===== config.mk =====
export PLATFORM = sky130hd
export DESIGN_NAME = proc_commit_tracker
export DESIGN_NICKNAME = d
export VERILOG_FILES = /design/src/rtl/proc_trace_pkg.sv /design/src/rtl/trace_fifo.sv /design/src/rtl/proc_commit_tracker.sv
export SDC_FILE = /design/constraint.sdc
export NUM_CORES = 1
export LEC_CHECK = 0
export CAP_MARGIN = 20
export CORE_UTILIZATION = 59
export DETAILED_ROUTE_END_ITERATION = 12
export PLACE_DENSITY = 0.75
export SLEW_MARGIN = 20
export SYNTH_ARGS = -nofsm -noshare
export SYNTH_HDL_FRONTEND = slang
export SYNTH_HIERARCHICAL = 1
export SYNTH_SLANG_ARGS = --single-unit

===== constraint.sdc =====
create_clock -name clk -period 14.02 [get_ports clk]
set_input_delay 1.402 -clock clk [delete_from_list [all_inputs] [get_ports clk]]
set_output_delay 1.402 -clock clk [all_outputs]
set_load 0.05 [all_outputs]

===== src/rtl/proc_trace_pkg.sv =====
// Shared types for the TinyRV1 trace shadow pipeline and its commit FIFO.
package proc_trace_pkg;

  localparam int TRACE_W = 96;

  typedef struct packed {
    logic [31:0] addr;
    logic [31:0] inst;
    logic [31:0] data;
  } trace_rec_t;

  typedef struct packed {
    logic        val;
    logic [31:0] addr;
    logic [31:0] inst;
  } stage_t;

  localparam stage_t BUBBLE = '0;

endpackage


===== src/rtl/trace_fifo.sv =====
// Synchronous val/rdy FIFO of retired trace records with occupancy, full and empty status.
module trace_fifo
  import proc_trace_pkg::*;
#(
  parameter int DEPTH = 8
) (
  input  logic                   clk,
  input  logic                   rst,
  input  logic                   i_push,
  input  trace_rec_t             i_rec,
  output logic                   o_val,
  input  logic                   i_rdy,
  output trace_rec_t             o_rec,
  output logic [$clog2(DEPTH):0] o_occupancy,
  output logic                   o_full,
  output logic                   o_empty
);

  localparam int AW    = $clog2(DEPTH);
  localparam int CNT_W = AW + 1;

  logic [TRACE_W-1:0] r_mem [DEPTH];
  logic [AW-1:0]      r_wr_ptr;
  logic [AW-1:0]      r_rd_ptr;
  logic [CNT_W-1:0]   r_count;

  logic w_pop;
  logic w_push;

  assign o_empty     = (r_count == '0);
  assign o_full      = (r_count == CNT_W'(DEPTH));
  assign o_val       = !o_empty;
  assign o_occupancy = r_count;
  assign o_rec       = trace_rec_t'(r_mem[r_rd_ptr]);

  // A push into a full FIFO is accepted only when the head leaves in the same cycle.
  assign w_pop  = i_rdy && !o_empty;
  assign w_push = i_push && (!o_full || w_pop);

  // NOTE: storage is deliberately left out of reset; the pointers and count alone
  // define which entries are live, so clearing the array buys nothing.
  always_ff @(posedge clk) begin
    if (w_push) r_mem[r_wr_ptr] <= i_rec;
  end

  always_ff @(posedge clk) begin
    if (rst) begin
      r_wr_ptr <= '0;
      r_rd_ptr <= '0;
      r_count  <= '0;
    end else begin
      if (w_push) r_wr_ptr <= r_wr_ptr + 1'b1;
      if (w_pop)  r_rd_ptr <= r_rd_ptr + 1'b1;
      case ({w_push, w_pop})
        2'b10:   r_count <= r_count + 1'b1;
        2'b01:   r_count <= r_count - 1'b1;
        default: r_count <= r_count;
      endcase
    end
  end

endmodule


===== src/rtl/proc_commit_tracker.sv =====
// Shadows the TinyRV1 F/D/X/M/W pipeline from its trace port and retires one record
// per instruction reaching W into a commit FIFO, with a retire counter and drop flag.
module proc_commit_tracker
  import proc_trace_pkg::*;
#(
  parameter int DEPTH = 8
) (
  input  logic                   clk,
  input  logic                   rst,
  input  logic [31:0]            trace_addr,
  input  logic [31:0]            trace_inst,
  input  logic [31:0]            trace_data,
  input  logic                   trace_stall,
  input  logic                   trace_squash,
  output logic                   commit_val,
  input  logic                   commit_rdy,
  output logic [31:0]            commit_addr,
  output logic [31:0]            commit_inst,
  output logic [31:0]            commit_data,
  output logic [31:0]            commit_count,
  output logic [$clog2(DEPTH):0] occupancy,
  output logic                   overflow
);

  stage_t      r_d, r_x, r_m, r_w;
  logic [31:0] r_commit_count;
  logic        r_overflow;

  logic        w_push;
  logic        w_pop;
  logic        w_full;
  logic        w_empty;
  trace_rec_t  w_rec;
  trace_rec_t  w_head;

  // NOTE: every register here is written with <= so that all stages sample the
  // pre-edge values of their neighbours; blocking writes would collapse the pipe.
  always_ff @(posedge clk) begin
    if (rst) begin
      r_d <= BUBBLE;
      r_x <= BUBBLE;
      r_m <= BUBBLE;
      r_w <= BUBBLE;
    end else begin
      if (trace_squash) begin
        r_d <= BUBBLE;
        r_x <= r_d;
      end else if (trace_stall) begin
        r_d <= r_d;
        r_x <= BUBBLE;
      end else begin
        r_d <= '{val: 1'b1, addr: trace_addr, inst: trace_inst};
        r_x <= r_d;
      end
      r_m <= r_x;
      r_w <= r_m;
    end
  end

  // Writeback data arrives on the trace port in the same cycle the instruction sits in W.
  assign w_push = r_w.val;
  assign w_rec  = '{addr: r_w.addr, inst: r_w.inst, data: trace_data};
  assign w_pop  = !w_empty && commit_rdy;

  always_ff @(posedge clk) begin
    if (rst) begin
      r_commit_count <= '0;
      r_overflow     <= 1'b0;
    end else begin
      if (w_push) r_commit_count <= r_commit_count + 32'd1;
      if (w_push && w_full && !w_pop) r_overflow <= 1'b1;
    end
  end

  trace_fifo #(
    .DEPTH(DEPTH)
  ) u_fifo (
    .clk        (clk),
    .rst        (rst),
    .i_push     (w_push),
    .i_rec      (w_rec),
    .o_val      (commit_val),
    .i_rdy      (commit_rdy),
    .o_rec      (w_head),
    .o_occupancy(occupancy),
    .o_full     (w_full),
    .o_empty    (w_empty)
  );

  assign commit_addr  = w_head.addr;
  assign commit_inst  = w_head.inst;
  assign commit_data  = w_head.data;
  assign commit_count = r_commit_count;
  assign overflow     = r_overflow;

endmodule

[Word-level counts from Yosys, hierarchy flattened]
Memory sizes are Yosys's and may differ from the RTL's. A register that Yosys moved wholly into a read port is not among the register bits.
Index checks and enable logic that the tools add are counted.
Word-level totals
  flip-flop bits (word level): 303
  latch bits: 0
  RAM bits: 768
  bits in read-only memories: 0
  input port bits: 101
  output and inout port bits: 134
  logic and storage cells: 44
  memories kept: 1
Memory list
  u_fifo.r_mem: words 8, width 96, rd ports 1, clocked after memory_dff 1, wr ports 1, line trace_fifo.sv:22  | logic [TRACE_W-1:0] r_mem [DEPTH];
Cells by class
  $add $sub $neg: 5
  $mul: 0
  divide/modulo/power cells: 0
  order comparisons: 0
  eq/ne operators: 3
  shift operators: 0
  multiplexer cells: 7
  bitwise logic cells: 0
  reduce and logical (&&, ||, !) cells: 11
Operators with widths (count)
  $mux W65: 2
  $add A32 B1 Y32 const B: 1
  $pmux W4 S2: 1
  $add A3 B1 Y3 const B: 2
  $mux W3: 2
  $add A4 B1 Y4 const B: 1
  $eq A4 B4 Y1 const B: 1
  $logic_and A1 B1 Y1: 4
  $logic_not A4 Y1: 1
  $sub A4 B1 Y4 const B: 1
  $logic_not A1 Y1: 3
  $eq A2 B1 Y1 const B: 1
  $eq A2 B2 Y1 const B: 1
  $mux W1: 2
  $reduce_bool A2 Y1: 1
  $reduce_or A2 Y1: 1
  $logic_or A1 B1 Y1: 1

[Logic depth before layout (Yosys ltp)]
  depth after elaboration: 7
  depth in mapped cells: 9
  gate-level depth less buffers: 8

[Modules after synthesis]
The synthesis kept the hierarchy.
By module, submodules not included
  trace_fifo: times used 1, cells each 1189, area an instance 29514.6 um^2, seq. area each 23322.4 um^2
  proc_commit_tracker: times used 1, cells each 801, area an instance 9069.9 um^2, seq. area each 5865.6 um^2

[Worst setup path before layout]
Ideal clock, no wire load.
  path type: in2reg
  start point: in commit_rdy
  end point: mem u_fifo.r_mem[2][0], enable pin
  library setup time: 820 ps
  arrival time: 11357 ps
  required time: 13200 ps
  setup slack: 1843 ps
  stages on the path: 2
  buffers on the path: 0
  path through: o21ai_1 > nor4b_1
Between the ends
  word-level cells in the longest chain between the ends: 5
RTL lines
  start, declared: line proc_commit_tracker.sv:16  | input logic commit_rdy,
  $logic_and A1 B1 Y1: line trace_fifo.sv:37  | assign w_pop = i_rdy && !o_empty;
  $logic_or A1 B1 Y1: line trace_fifo.sv:38  | assign w_push = i_push && (!o_full || w_pop);
  $logic_and A1 B1 Y1: line trace_fifo.sv:38
  $mux W1: line trace_fifo.sv:43  | if (w_push) r_mem[r_wr_ptr] <= i_rec;
  $mux W1 (not written as such): line trace_fifo.sv:43
  end, declared: line trace_fifo.sv:22
No other way between the ends.

==> impl_metrics.env <==
export IMPL_ys_ff_latch=1074
export IMPL_final_cell_count_no_fill=3198
export IMPL_startpoint_type="flip-flop"
export IMPL_status="finished, final reports clean"
export IMPL_antenna_left=0
export IMPL_wl_um=74700
export IMPL_grt_overflow=0
export IMPL_drcViolationCount=0
export IMPL_hold_slack_ns=0.433
export IMPL_cp_slowest_stage_delay_ns=0.98
export IMPL_multi_input_area_um2=8860
export IMPL_seqCellArea_um2=29200
export IMPL_critPathTopFamily="buffers and inverters"
export IMPL_critPathSlowestCell="buf_4"
export IMPL_num_vias=18356
export IMPL_drive_above_1_share_pct=21.9
export IMPL_synth_simple_area_share_pct=5.51
export IMPL_cts_root_buf="clkbuf_16"
export IMPL_setup_tns_ns=0
export IMPL_die_h_um=258
export IMPL_core_rowCount=93
export IMPL_grtUsageTotal_pct=22.9
export IMPL_rsz0062_at_grt="no"
export IMPL_io_buffer_count=234
export IMPL_clock_fmax_mhz=180
export IMPL_antenna_found_initial=2
export IMPL_wl_per_cell_um=23.4
export IMPL_ys_types=57
export IMPL_required_ns=12.62
export IMPL_cts_sinks=1074
export IMPL_cts_repair_resize_count=0
export IMPL_die_width_um=258
export IMPL_syn_area_per_cell_um2=19.4
export IMPL_synth_compound_area_share_pct=0.863
export IMPL_arrival_ns=4.15
export IMPL_ir_drop_uv=121
export IMPL_grt_max_degree=108
export IMPL_yosys_mux_area_fraction_pct=15.8
export IMPL_initialDrtViolationCount=1467
export IMPL_ys_warn_count=6
export IMPL_via_per_inst=5.74
export IMPL_dp_hpwl_um=38500
export IMPL_final_min_clock_period_ns=5.55
export IMPL_async_flop_share_pct=0
export IMPL_slew_viol_final=0
export IMPL_setup_viol=0
export IMPL_cts_tree="done"
export IMPL_dominantRegCellSynth="edfxtp_1"
export IMPL_routabilityCongestion=0.762
export IMPL_synthAdderAreaFrac_pct=0.214
export IMPL_synth_top_family_by_area="multiplexers"
export IMPL_path_cells="buf_4, mux4_2, mux2_2, clkdlybuf4s50_1"
export IMPL_synthCells=1990
export IMPL_clock_latency_ns=0.65
export IMPL_area_growth_pct=17.3
export IMPL_worst_path_buf_inv=2
export IMPL_core_um2=64600
export IMPL_grt_pass1_wl_um=114000
export IMPL_min_path_type="reg2reg"
export IMPL_synth_area_leaders="edfxtp_1 (60%), dfxtp_1 (16%), mux4_2 (11%)"
export IMPL_grt_pass1_vias=19221
export IMPL_synth_xor_area_share_pct=0.409
export IMPL_placed_cells=3001
export IMPL_critPathCaptureType="primary output"
export IMPL_yosysTopAreaCell="edfxtp_1"
export IMPL_synth_net_count=2097
export IMPL_crit_fanout=74
export IMPL_final_cell_mix="edfxtp_1 (768), dfxtp_1 (303), clkdlybuf4s50_1 (232)"
export IMPL_power_leakage_nw=15.6
export IMPL_slew_headroom_pct=25.0
export IMPL_dieArea_um2=66400
export IMPL_cts_setup_buffers=0
export IMPL_stdcell_area_um2=45300
export IMPL_postCtsHoldBufs=0
export IMPL_powerDensity_nw_per_um2=163
export IMPL_yosysSeqAreaShare_pct=75.6
export IMPL_hold_viol=0
export IMPL_finalNetCount=2359
export IMPL_power_mw=7.37
export IMPL_layout_cells_most_common="edfxtp_1"
export IMPL_placed_area_um2=41700
export IMPL_synth_edf_count=768
export IMPL_syn_area_um2=38600
export IMPL_initial_core_util_pct=59.7
export IMPL_numCtsBuffers=104
export IMPL_clkTransAtPathRegs_ns=0.06
export IMPL_tightest_slew_ns=1.13
export IMPL_drt_pass1_iterations=5
export IMPL_nFillCells=3967
export IMPL_min_period_over_period_pct=39.6
export IMPL_cts_path_max_buffers=3
export IMPL_io_pins=235
export IMPL_cap_violations=0
export IMPL_synth_top_cell_area_share_pct=59.8
export IMPL_path_class="reg2out"
export IMPL_fin_worst_skew_ns=0.0222
export IMPL_ctsHtreeMaxLevel=3
==> area by class of cell <==
| type | count | share of cell area [%] |
|---|---|---|
| antenna | 2 | 0.0111 |
| sequential | 1074 | 64.5 |
| timing repair buffer | 259 | 5.61 |
| tap | 855 | 2.36 |
| clock inverter | 49 | 1.26 |
| inverter | 10 | 0.0829 |
| multi-input combinational | 803 | 19.6 |
| clock buffer | 146 | 6.60 |
==> metrics by stage <==
stage | setup slack (ns) | utilization (%)
6_report | 8.47 | 70.1
5_1_grt | 8.24 | 70.1
4_1_cts | 8.37 | 70.1
3_5_place_dp | 9.07 | 64.6
3_3_place_gp | 9.10 | 64.6
2_1_floorplan | 1.84 | -
==> power by group <==
part           total (mW)  internal [mW]  switching (mW)
Combinational        1.08          0.478           0.605
Clock                2.84           1.71            1.13
Sequential           3.45           3.39          0.0536
Total                7.37           5.58            1.79
==> registers in the layout (all words and copies together), names as in the netlist, named ones only <==
register / count
u_fifo/r_wr_ptr: 3
r_w: 64
r_m: 65
u_fifo/o_occupancy: 4
u_fifo/r_rd_ptr: 3
commit_count: 32
u_fifo/r_mem: 768
overflow: 1
r_x: 65
r_d: 65
w_push: 1
==> cell usage after synthesis (8+ instances only) <==
cell type and count:
a21oi_1 23, and2_1 65, buf_1 16, buf_2 13
buf_4 9, buf_6 15, clkbuf_1 49, dfxtp_1 306
edfxtp_1 768, inv_1 10, mux2_2 97, mux2i_1 68
mux4_2 192, nand2_1 13, nand3_1 9, nand4_1 8
nor2_1 91, nor2b_1 131, o31ai_1 12, or4_1 13
xnor2_1 8, xor2_1 10
==> layer usage <==
metal	GRT usage (%)	vias up	wire, µm	share of wire [%]
met3	3.70	102	3890	5.2
met5	0	-	0	0
li1	-	8221	-	-
met4	6.53	0	1430	1.9
met2	38.4	534	37500	50
met1	31.4	9499	31900	43
==> kinds of logic (layout without fill, tap and decap cells) <==
kind of cell	after synthesis	count (layout)
XOR/XNOR	18	18
multiplexers	358	358
other	0	2
adder cells (fa/ha/maj)	6	6
buffers and inverters	113	464
AND/OR/NAND/NOR	369	369
AO/OA/AOI/OAI	52	52
flip-flops	1074	1074
==> worst reg2reg max path: cells and delay by family (launching register included) <==
family	cells	cell delay, ns
AOI/OAI and AO/OA	1	0.30
DFF	1	0.81
and+or+nand+nor	2	0.40
buffers and inverters	2	1.60
==> final timing paths <==
check	cells after the start	from	slack (ns)	to
max	4	flip-flop	8.47	commit_inst[17]
min	1	r_x[47]$_SDFF_PP0_	0.43	r_m[47]$_SDFF_PP0_
max reg2reg	5	w_push$_SDFF_PP0_	10.51	u_fifo/r_mem[5][75]$_DFFE_PP_
min reg2reg	1	r_x[47]$_SDFF_PP0_	0.43	r_m[47]$_SDFF_PP0_
Power figures use the tool's default switching activity.
